<file path="src/rtl/mem_arb_pkg.sv">
// Shared definitions for the two-port memory arbiter: FSM encoding,
// port index constants, burst counter width and burst end helper.
package mem_arb_pkg;

    localparam int unsigned BURST_W = 16;

    localparam logic PORT0 = 1'b0;
    localparam logic PORT1 = 1'b1;

    typedef enum logic [1:0] {
        ST_IDLE     = 2'd0,
        ST_RD_ISSUE = 2'd1,
        ST_RD_WAIT  = 2'd2,
        ST_WR_ISSUE = 2'd3
    } arb_state_t;

    // Index of the final word of a burst; a zero length means one word.
    function automatic logic [BURST_W-1:0] last_index(input logic [BURST_W-1:0] len);
        return (len == '0) ? '0 : len - BURST_W'(1);
    endfunction

endpackage

</file>
<file path="src/rtl/mem_arb_slot.sv">
// Per-port request slot: captures one request, holds it until granted,
// and keeps the port busy until the arbiter reports completion.
//   i_addr/i_wdata/i_burstlen/i_rdreq/i_wrreq : requester side
//   i_grant   : arbiter takes this request (may be the same edge it arrives)
//   i_done    : arbiter finished this port's request
//   o_req_c   : a request is available (held or arriving this cycle)
//   o_*_c     : fields of that request (held copy or live inputs)
//   o_ready   : port can accept a new request
module mem_arb_slot
    import mem_arb_pkg::*;
#(
    parameter int unsigned DATABITS = 32,
    parameter int unsigned ADDRBITS = 32
) (
    input  logic                clk,
    input  logic                reset_n,
    input  logic [ADDRBITS-1:0] i_addr,
    input  logic [DATABITS-1:0] i_wdata,
    input  logic [BURST_W-1:0]  i_burstlen,
    input  logic                i_rdreq,
    input  logic                i_wrreq,
    input  logic                i_grant,
    input  logic                i_done,
    output logic                o_req_c,
    output logic                o_is_read_c,
    output logic [ADDRBITS-1:0] o_addr_c,
    output logic [DATABITS-1:0] o_wdata_c,
    output logic [BURST_W-1:0]  o_burstlen_c,
    output logic                o_ready
);

    logic                r_ready;
    logic                r_pending;
    logic                r_is_read;
    logic [ADDRBITS-1:0] r_addr;
    logic [DATABITS-1:0] r_wdata;
    logic [BURST_W-1:0]  r_burstlen;
    logic                w_accept;

    assign w_accept = r_ready & (i_rdreq | i_wrreq);

    // Capture on accept; a same-edge grant means nothing stays pending.
    always_ff @(posedge clk or negedge reset_n) begin
        if (!reset_n) begin
            r_ready    <= 1'b1;
            r_pending  <= 1'b0;
            r_is_read  <= 1'b0;
            r_addr     <= '0;
            r_wdata    <= '0;
            r_burstlen <= '0;
        end else if (w_accept) begin
            r_ready    <= 1'b0;
            r_pending  <= ~i_grant;
            r_is_read  <= i_rdreq;
            r_addr     <= i_addr;
            r_wdata    <= i_wdata;
            r_burstlen <= i_burstlen;
        end else begin
            if (i_grant) r_pending <= 1'b0;
            if (i_done)  r_ready   <= 1'b1;
        end
    end

    // Read wins when both strobes arrive together.
    assign o_req_c      = r_pending | w_accept;
    assign o_is_read_c  = r_pending ? r_is_read  : i_rdreq;
    assign o_addr_c     = r_pending ? r_addr     : i_addr;
    assign o_wdata_c    = r_pending ? r_wdata    : i_wdata;
    assign o_burstlen_c = r_pending ? r_burstlen : i_burstlen;
    assign o_ready      = r_ready;

endmodule

</file>
<file path="src/rtl/mem_arbiter.sv">
// Two-port round-robin memory arbiter: one outstanding request per port,
// read bursts or single-word writes, read data routed to the owning port.
//   clk, reset_n                 : clock, async active-low reset
//   pN_addr/pN_in/pN_burstlen    : request fields for port N
//   pN_rdreq/pN_wrreq            : one-cycle request strobes
//   pN_out/pN_out_valid          : read data returned to port N
//   pN_ready                     : port N can take a new request
//   mem_addr/mem_in/mem_burstlen : command fields to memory
//   mem_rdreq/mem_wrreq          : one-cycle command strobes
//   mem_out/mem_out_valid        : read data from memory
module mem_arbiter
    import mem_arb_pkg::*;
#(
    parameter int unsigned DATABITS = 32,
    parameter int unsigned ADDRBITS = 32
) (
    input  logic                clk,
    input  logic                reset_n,
    input  logic [ADDRBITS-1:0] p0_addr,
    input  logic [DATABITS-1:0] p0_in,
    output logic [DATABITS-1:0] p0_out,
    output logic                p0_out_valid,
    input  logic                p0_rdreq,
    input  logic                p0_wrreq,
    input  logic [BURST_W-1:0]  p0_burstlen,
    output logic                p0_ready,
    input  logic [ADDRBITS-1:0] p1_addr,
    input  logic [DATABITS-1:0] p1_in,
    output logic [DATABITS-1:0] p1_out,
    output logic                p1_out_valid,
    input  logic                p1_rdreq,
    input  logic                p1_wrreq,
    input  logic [BURST_W-1:0]  p1_burstlen,
    output logic                p1_ready,
    output logic [ADDRBITS-1:0] mem_addr,
    output logic [DATABITS-1:0] mem_in,
    input  logic [DATABITS-1:0] mem_out,
    input  logic                mem_out_valid,
    output logic                mem_rdreq,
    output logic                mem_wrreq,
    output logic [BURST_W-1:0]  mem_burstlen
);

    arb_state_t          r_state;
    arb_state_t          w_next_state;
    logic                r_last;
    logic                r_owner;
    logic [ADDRBITS-1:0] r_addr;
    logic [DATABITS-1:0] r_wdata;
    logic [BURST_W-1:0]  r_len;
    logic [BURST_W-1:0]  r_cnt;

    logic                w_req0, w_req1, w_isrd0, w_isrd1;
    logic [ADDRBITS-1:0] w_addr0, w_addr1;
    logic [DATABITS-1:0] w_wd0, w_wd1;
    logic [BURST_W-1:0]  w_len0, w_len1;
    logic                w_grant_any, w_grant_sel, w_done_any;
    logic                w_grant0, w_grant1, w_done0, w_done1;
    logic                w_last_word, w_rd_active;

    mem_arb_slot #(.DATABITS(DATABITS), .ADDRBITS(ADDRBITS)) u_slot0 (
        .clk(clk), .reset_n(reset_n),
        .i_addr(p0_addr), .i_wdata(p0_in), .i_burstlen(p0_burstlen),
        .i_rdreq(p0_rdreq), .i_wrreq(p0_wrreq),
        .i_grant(w_grant0), .i_done(w_done0),
        .o_req_c(w_req0), .o_is_read_c(w_isrd0), .o_addr_c(w_addr0),
        .o_wdata_c(w_wd0), .o_burstlen_c(w_len0), .o_ready(p0_ready)
    );

    mem_arb_slot #(.DATABITS(DATABITS), .ADDRBITS(ADDRBITS)) u_slot1 (
        .clk(clk), .reset_n(reset_n),
        .i_addr(p1_addr), .i_wdata(p1_in), .i_burstlen(p1_burstlen),
        .i_rdreq(p1_rdreq), .i_wrreq(p1_wrreq),
        .i_grant(w_grant1), .i_done(w_done1),
        .o_req_c(w_req1), .o_is_read_c(w_isrd1), .o_addr_c(w_addr1),
        .o_wdata_c(w_wd1), .o_burstlen_c(w_len1), .o_ready(p1_ready)
    );

    assign w_last_word = (r_cnt == last_index(r_len));
    assign w_rd_active = (r_state == ST_RD_ISSUE) || (r_state == ST_RD_WAIT);

    // Next state, grant choice and completion.
    always_comb begin
        w_next_state = r_state;
        w_grant_any  = 1'b0;
        w_grant_sel  = PORT0;
        w_done_any   = 1'b0;
        case (r_state)
            ST_IDLE: begin
                if (w_req0 || w_req1) begin
                    w_grant_any  = 1'b1;
                    // On a tie, the port not granted last time wins.
                    w_grant_sel  = (w_req0 && w_req1) ? ~r_last : w_req1;
                    w_next_state = (w_grant_sel ? w_isrd1 : w_isrd0) ? ST_RD_ISSUE : ST_WR_ISSUE;
                end
            end
            ST_RD_ISSUE, ST_RD_WAIT: begin
                if (mem_out_valid && w_last_word) begin
                    w_done_any   = 1'b1;
                    w_next_state = ST_IDLE;
                end else if (r_state == ST_RD_ISSUE) begin
                    w_next_state = ST_RD_WAIT;
                end
            end
            ST_WR_ISSUE: begin
                w_done_any   = 1'b1;
                w_next_state = ST_IDLE;
            end
            default: w_next_state = ST_IDLE;
        endcase
    end

    assign w_grant0 = w_grant_any & (w_grant_sel == PORT0);
    assign w_grant1 = w_grant_any & (w_grant_sel == PORT1);
    assign w_done0  = w_done_any  & (r_owner == PORT0);
    assign w_done1  = w_done_any  & (r_owner == PORT1);

    // State, granted command fields and burst word counter.
    always_ff @(posedge clk or negedge reset_n) begin
        if (!reset_n) begin
            r_state <= ST_IDLE;
            r_last  <= PORT1;
            r_owner <= PORT0;
            r_addr  <= '0;
            r_wdata <= '0;
            r_len   <= '0;
            r_cnt   <= '0;
        end else begin
            r_state <= w_next_state;
            if (w_grant_any) begin
                r_last  <= w_grant_sel;
                r_owner <= w_grant_sel;
                r_addr  <= w_grant_sel ? w_addr1 : w_addr0;
                r_wdata <= w_grant_sel ? w_wd1   : w_wd0;
                r_len   <= w_grant_sel ? w_len1  : w_len0;
                r_cnt   <= '0;
            end else if (w_rd_active && mem_out_valid) begin
                r_cnt <= r_cnt + BURST_W'(1);
            end
        end
    end

    assign mem_rdreq    = (r_state == ST_RD_ISSUE);
    assign mem_wrreq    = (r_state == ST_WR_ISSUE);
    assign mem_addr     = r_addr;
    assign mem_in       = r_wdata;
    assign mem_burstlen = r_len;

    // Read data reaches only the owner, and only while a read is in flight.
    assign p0_out_valid = w_rd_active && (r_owner == PORT0) && mem_out_valid;
    assign p1_out_valid = w_rd_active && (r_owner == PORT1) && mem_out_valid;
    assign p0_out       = (w_rd_active && (r_owner == PORT0)) ? mem_out : '0;
    assign p1_out       = (w_rd_active && (r_owner == PORT1)) ? mem_out : '0;

endmodule

</file>
<file path="config.mk">
export PLATFORM = sky130hd
export DESIGN_NAME = mem_arbiter
export DESIGN_NICKNAME = d
export VERILOG_FILES = /design/src/rtl/mem_arb_pkg.sv /design/src/rtl/mem_arb_slot.sv /design/src/rtl/mem_arbiter.sv
export SDC_FILE = /design/constraint.sdc
export NUM_CORES = 1
export LEC_CHECK = 0
export BUFFER_PORTS_ARGS = -buffer_cell sky130_fd_sc_hd__clkbuf_2
export CORE_MARGIN = 3
export CORE_UTILIZATION = 58
export CTS_CLUSTER_SIZE = 30
export DETAILED_ROUTE_END_ITERATION = 8
export GPL_TIMING_DRIVEN = 0
export HOLD_SLACK_MARGIN = 0.02
export PLACE_DENSITY = 0.84
export SLEW_MARGIN = 20
export SYNTH_ARGS = -nofsm -noshare
export SYNTH_HDL_FRONTEND = slang
export SYNTH_SLANG_ARGS = --single-unit
export TNS_END_PERCENT = 1
</file>
<file path="constraint.sdc">
create_clock -name clk -period 8.75 [get_ports clk]
set_input_delay 1.75 -clock clk [delete_from_list [all_inputs] [get_ports clk]]
set_output_delay 1.75 -clock clk [all_outputs]
set_load 0.02 [all_outputs]
</file>
==> impl_metrics.csv <==
group,metric,value,unit
power,pwr-share-clk,0.182,
clock_tree,numCtsBuffers,28,
yosys,synth_top_family_by_area,"simple AND/OR/NAND/NOR gates",
finish,n_fill_cell,1726,
clock_tree,clockRootBuffer,"clkbuf_16",
critical_path,cp_cell_sequence,"inv_1, ha_1, clkbuf_1, nor2b_1, clkbuf_1, and2_1, clkbuf_2",
clock_tree,clkSinkCount,266,
yosys,async_flop_share,1.00,
worst_hold_path,hold_class,"register to register",
critical_path,cp.required,7.00,ns
clock_tree,clockBufferDepth,3,
route,dr.pass1.iters,8,
floorplan,core,22800,µm²
floorplan,die-area,25300,µm²
critical_path,cpMostUsedCell,"clkbuf_1",
global_routing,grt.total_usage,0.343,
finish,multi_input_comb_area,6490,µm²
clock_tree,path_clk_slew,0.06,ns
finish,layout.nets,2136,
sta,fin_tns_setup,0,ns
sta,hold_violations,0,
worst_hold_path,hold_start,"r_last",
global_routing,grt_pass1_vias,13005,
critical_path,cp_top_family,"buffers and inverters",
yosys,synthAdderAreaFrac,0.00553,
route,viasPerCell,5.74,
yosys,syn_inst,1550,
placed_design,portBuffers,348,
yosys,synth_cell_types,58,
critical_path,startpoint,"r_state[1]",
route,wl_per_cell,19.6,µm
power,sw_frac_of_total,0.447,
yosys,syn_avg_cell_area,8.76,µm²
critical_path,r2r_start,"mem_burstlen[0]",
finish,regArea,6660,µm²
critical_path,cp-start-kind,"register",
critical_path,critPathSlowestCell,"nor2b_1",
global_routing,grt_first_pass_wirelength,70300,µm
power,power.internal,0.00357,W
sta,setup_viol,0,
sta,grt_setup_unrepaired,"no",
power,p_sw,0.00289,W
route,first_iter_violations,1064,
yosys,synth_simple_gate_area_frac,0.247,
critical_path,crit_fanout,10,
critical_path,critical_path_arrival,2.92,ns
global_routing,grt_start_max_net_pins,88,
sta,period_share,0.534,
sta,final_max_slew_viol_count,0,
yosys,yosysSeqAreaShare,0.490,
yosys,synth_area_leaders,"dfrtp_1 48%, nand2_1 17%, mux2i_1 8.5%",
clock_tree,cts_hold_buf,0,
clock_tree,cts_tree,"yes",
yosys,ys_seq_elements,266,
sta,worstMarginPinSlew,0.858,ns
job,max-cap-violations,0,
yosys,yosys.area.top_type,"dfrtp_1",
route,detail-route-antenna-nets,0,
sta,final.setup_skew,0.0162,ns
floorplan,num_rows,55,
route,vias,13035,
yosys,synth_compound_area_frac,0.0806,
floorplan,start_util,0.594,
sta,max_freq,214,MHz
route,routed_wl,44600,µm
yosys,synth_flop_cell,"dfrtp_1",
power,p_seq_frac,0.323,
sta,maxSlewHeadroom,0.428,
power,comb_power_share,0.494,
yosys,synth_area,13600,µm²
critical_path,path_class,"register to primary output",
critical_path,endpoint_kind,"primary output",
floorplan,fp.dieW,159,µm
yosys,yosys.area_share.xor_xnor,0.0181,
clock_tree,h-tree-depth,1,
power,ir_worst_vdd,0.000232,V
finish,areaGrowthSynthToFinish,23.2,%
route,drc_errors,0,
yosys,synth_edf_count,0,
clock_tree,cts_resized,0,
clock_tree,clk_latency,0.55,ns
finish,layout-drive-gt1-share,0.240,
floorplan,die_h,159,µm
power,p_per_area,386,nW/µm²
global_routing,antenna_found_initial,9,
floorplan,io_pins,349,
sta,period_needed,4.67,ns
yosys,synth_warnings,0,
run_status,run_status,"completed",
placed_design,gp_congestion,1.02,
critical_path,critPathMaxStageDelay,0.42,ns
critical_path,worst-path-buf-inv,4,
clock_tree,cts_setup_buffers,0,
placed_design,dpl.hpwl,33000,µm
yosys,synthMuxAreaShare,0.126,
power,power_leakage,8.97,nW
yosys,synth_nets,1755,
global_routing,gr-total-overflow,0,
power,total_power,0.00646,W
yosys,yosys.area.top_type_share,0.485,
layout by cell type, fill, tap and decap left out, types with 10 or more instances in the layout:
cell type  synthesis  final
clkbuf_2           0    347
dfrtp_1          263    263
nand4_1           10     10
clkbuf_1          97    103
mux2i_1          116    116
and2_1            33     33
and3_1            36     36
mux2_2            49     49
nor2_1            29     29
xor2_1            18     18
a21oi_1           10     10
clkbuf_16          0     29
xnor2_1           10     10
o21ai_0          105    105
nand2_1          631    631
nor3_1            10     10
o221ai_1          32     32
routing by layer:
metal	up-vias	routed length [µm]	GRT usage
met1	6301	17000	0.436
met4	6	2470	0.168
met3	142	3750	0.0604
met5	-	51	0
met2	642	21400	0.573
li1	5944	-	-
Yosys cell counts, types with 2 or more instances:
cell type,n
a22oi_1,2
inv_1,9
nand3_1,7
buf_1,6
dfstp_2,3
nor4_2,2
mux2i_1,116
o31ai_1,2
a31oi_1,2
mux2_2,49
and2_1,33
a221oi_1,2
nor4b_1,2
o21ai_1,2
nor3_1,10
buf_2,4
o21ai_0,105
xnor2_1,10
a311o_1,2
nand2_1,631
clkbuf_1,97
nand2b_1,4
or3_1,2
o21a_1,4
nor2_1,29
and3_1,36
ha_1,6
nand4_1,10
or4_1,2
or3_2,2
o221ai_1,32
or4_4,2
a21oi_1,10
nor2b_1,4
nor4_1,4
o211ai_1,4
dfrtp_1,263
xor2_1,18
or2_2,3
final cells by class:
type                    count  share of cell area
diodes                      6            0.000897
plain buffers             107              0.0243
clock buffers              40              0.0488
clock inverters            12             0.00546
inverters                   9             0.00202
multi-input cells        1168               0.388
flip-flops and latches    266               0.398
well taps                 313              0.0234
repair buffers            351               0.110
worst register-to-register path: cells and delay by family, from the launching register on:
family / cells / cell delay (ns)
adders and majority gates: 1 / 0.25
xor gates and xnor gates: 1 / 0.09
and+or+nand+nor: 5 / 2.00
buffers and inverters: 2 / 0.32
DFF: 1 / 0.46
AOI/OAI and AO/OA: 1 / 0.29
muxes: 1 / 0.25
power groups by stage:
stage | clock (W) | combinational [W] | sequential [W]
floorplan | 0 | 0.00197 | 0.00219
global placement | 0 | 0.00304 | 0.00207
detailed placement | 0 | 0.00315 | 0.00209
CTS | 0.00118 | 0.00318 | 0.00208
global route | 0.00123 | 0.00349 | 0.00215
finish | 0.00118 | 0.00319 | 0.00209
path summary, 6_finish.rpt:
kind | endpoint | slack [ns] | cells after the start
worst max-delay path | p0_out[17] | 4.08 | 7
worst min-delay path | r_last | 0.46 | 2
worst max register to register | r_state[0] | 4.98 | 11
worst min register to register | r_last | 0.46 | 2
max in group asynchronous | u_slot0.r_wdata[13] | 6.22 | 4
min in group asynchronous | mem_burstlen[4] | 1.04 | 1
cells by family after synthesis:
kind of cell | count (synthesis)
xor+xnor | 28
compound gates | 177
fa+ha+maj | 6
buf+inv | 116
mux | 165
simple gates | 792
flops | 266
sequential cells by signal, indices dropped and copies added, names as in the netlist, 2 cells and up:
signal and cells:
u_slot1.r_addr 32, u_slot0.r_burstlen 16, u_slot1.r_wdata 32, r_state 2
u_slot1.r_burstlen 16, mem_burstlen 16, u_slot0.r_addr 32, mem_in 32
u_slot0.r_wdata 32, r_cnt 16, mem_addr 32
through the flow:
step	setup WS (ns)	utilization	instance area (µm²)	std cells	hold WS [ns]
6_report	4.08	0.733	16700	2272	0.460
5_1_grt	3.86	0.733	16700	2272	0.485
4_1_cts	4.04	0.732	16700	2266	0.459
3_5_place_dp	4.04	0.692	15800	2214	0.448
3_3_place_gp	0.387	0.688	15700	2211	0.447
2_1_floorplan	4.89	-	13600	1550	0.437
(Power assumes the default switching activity.)
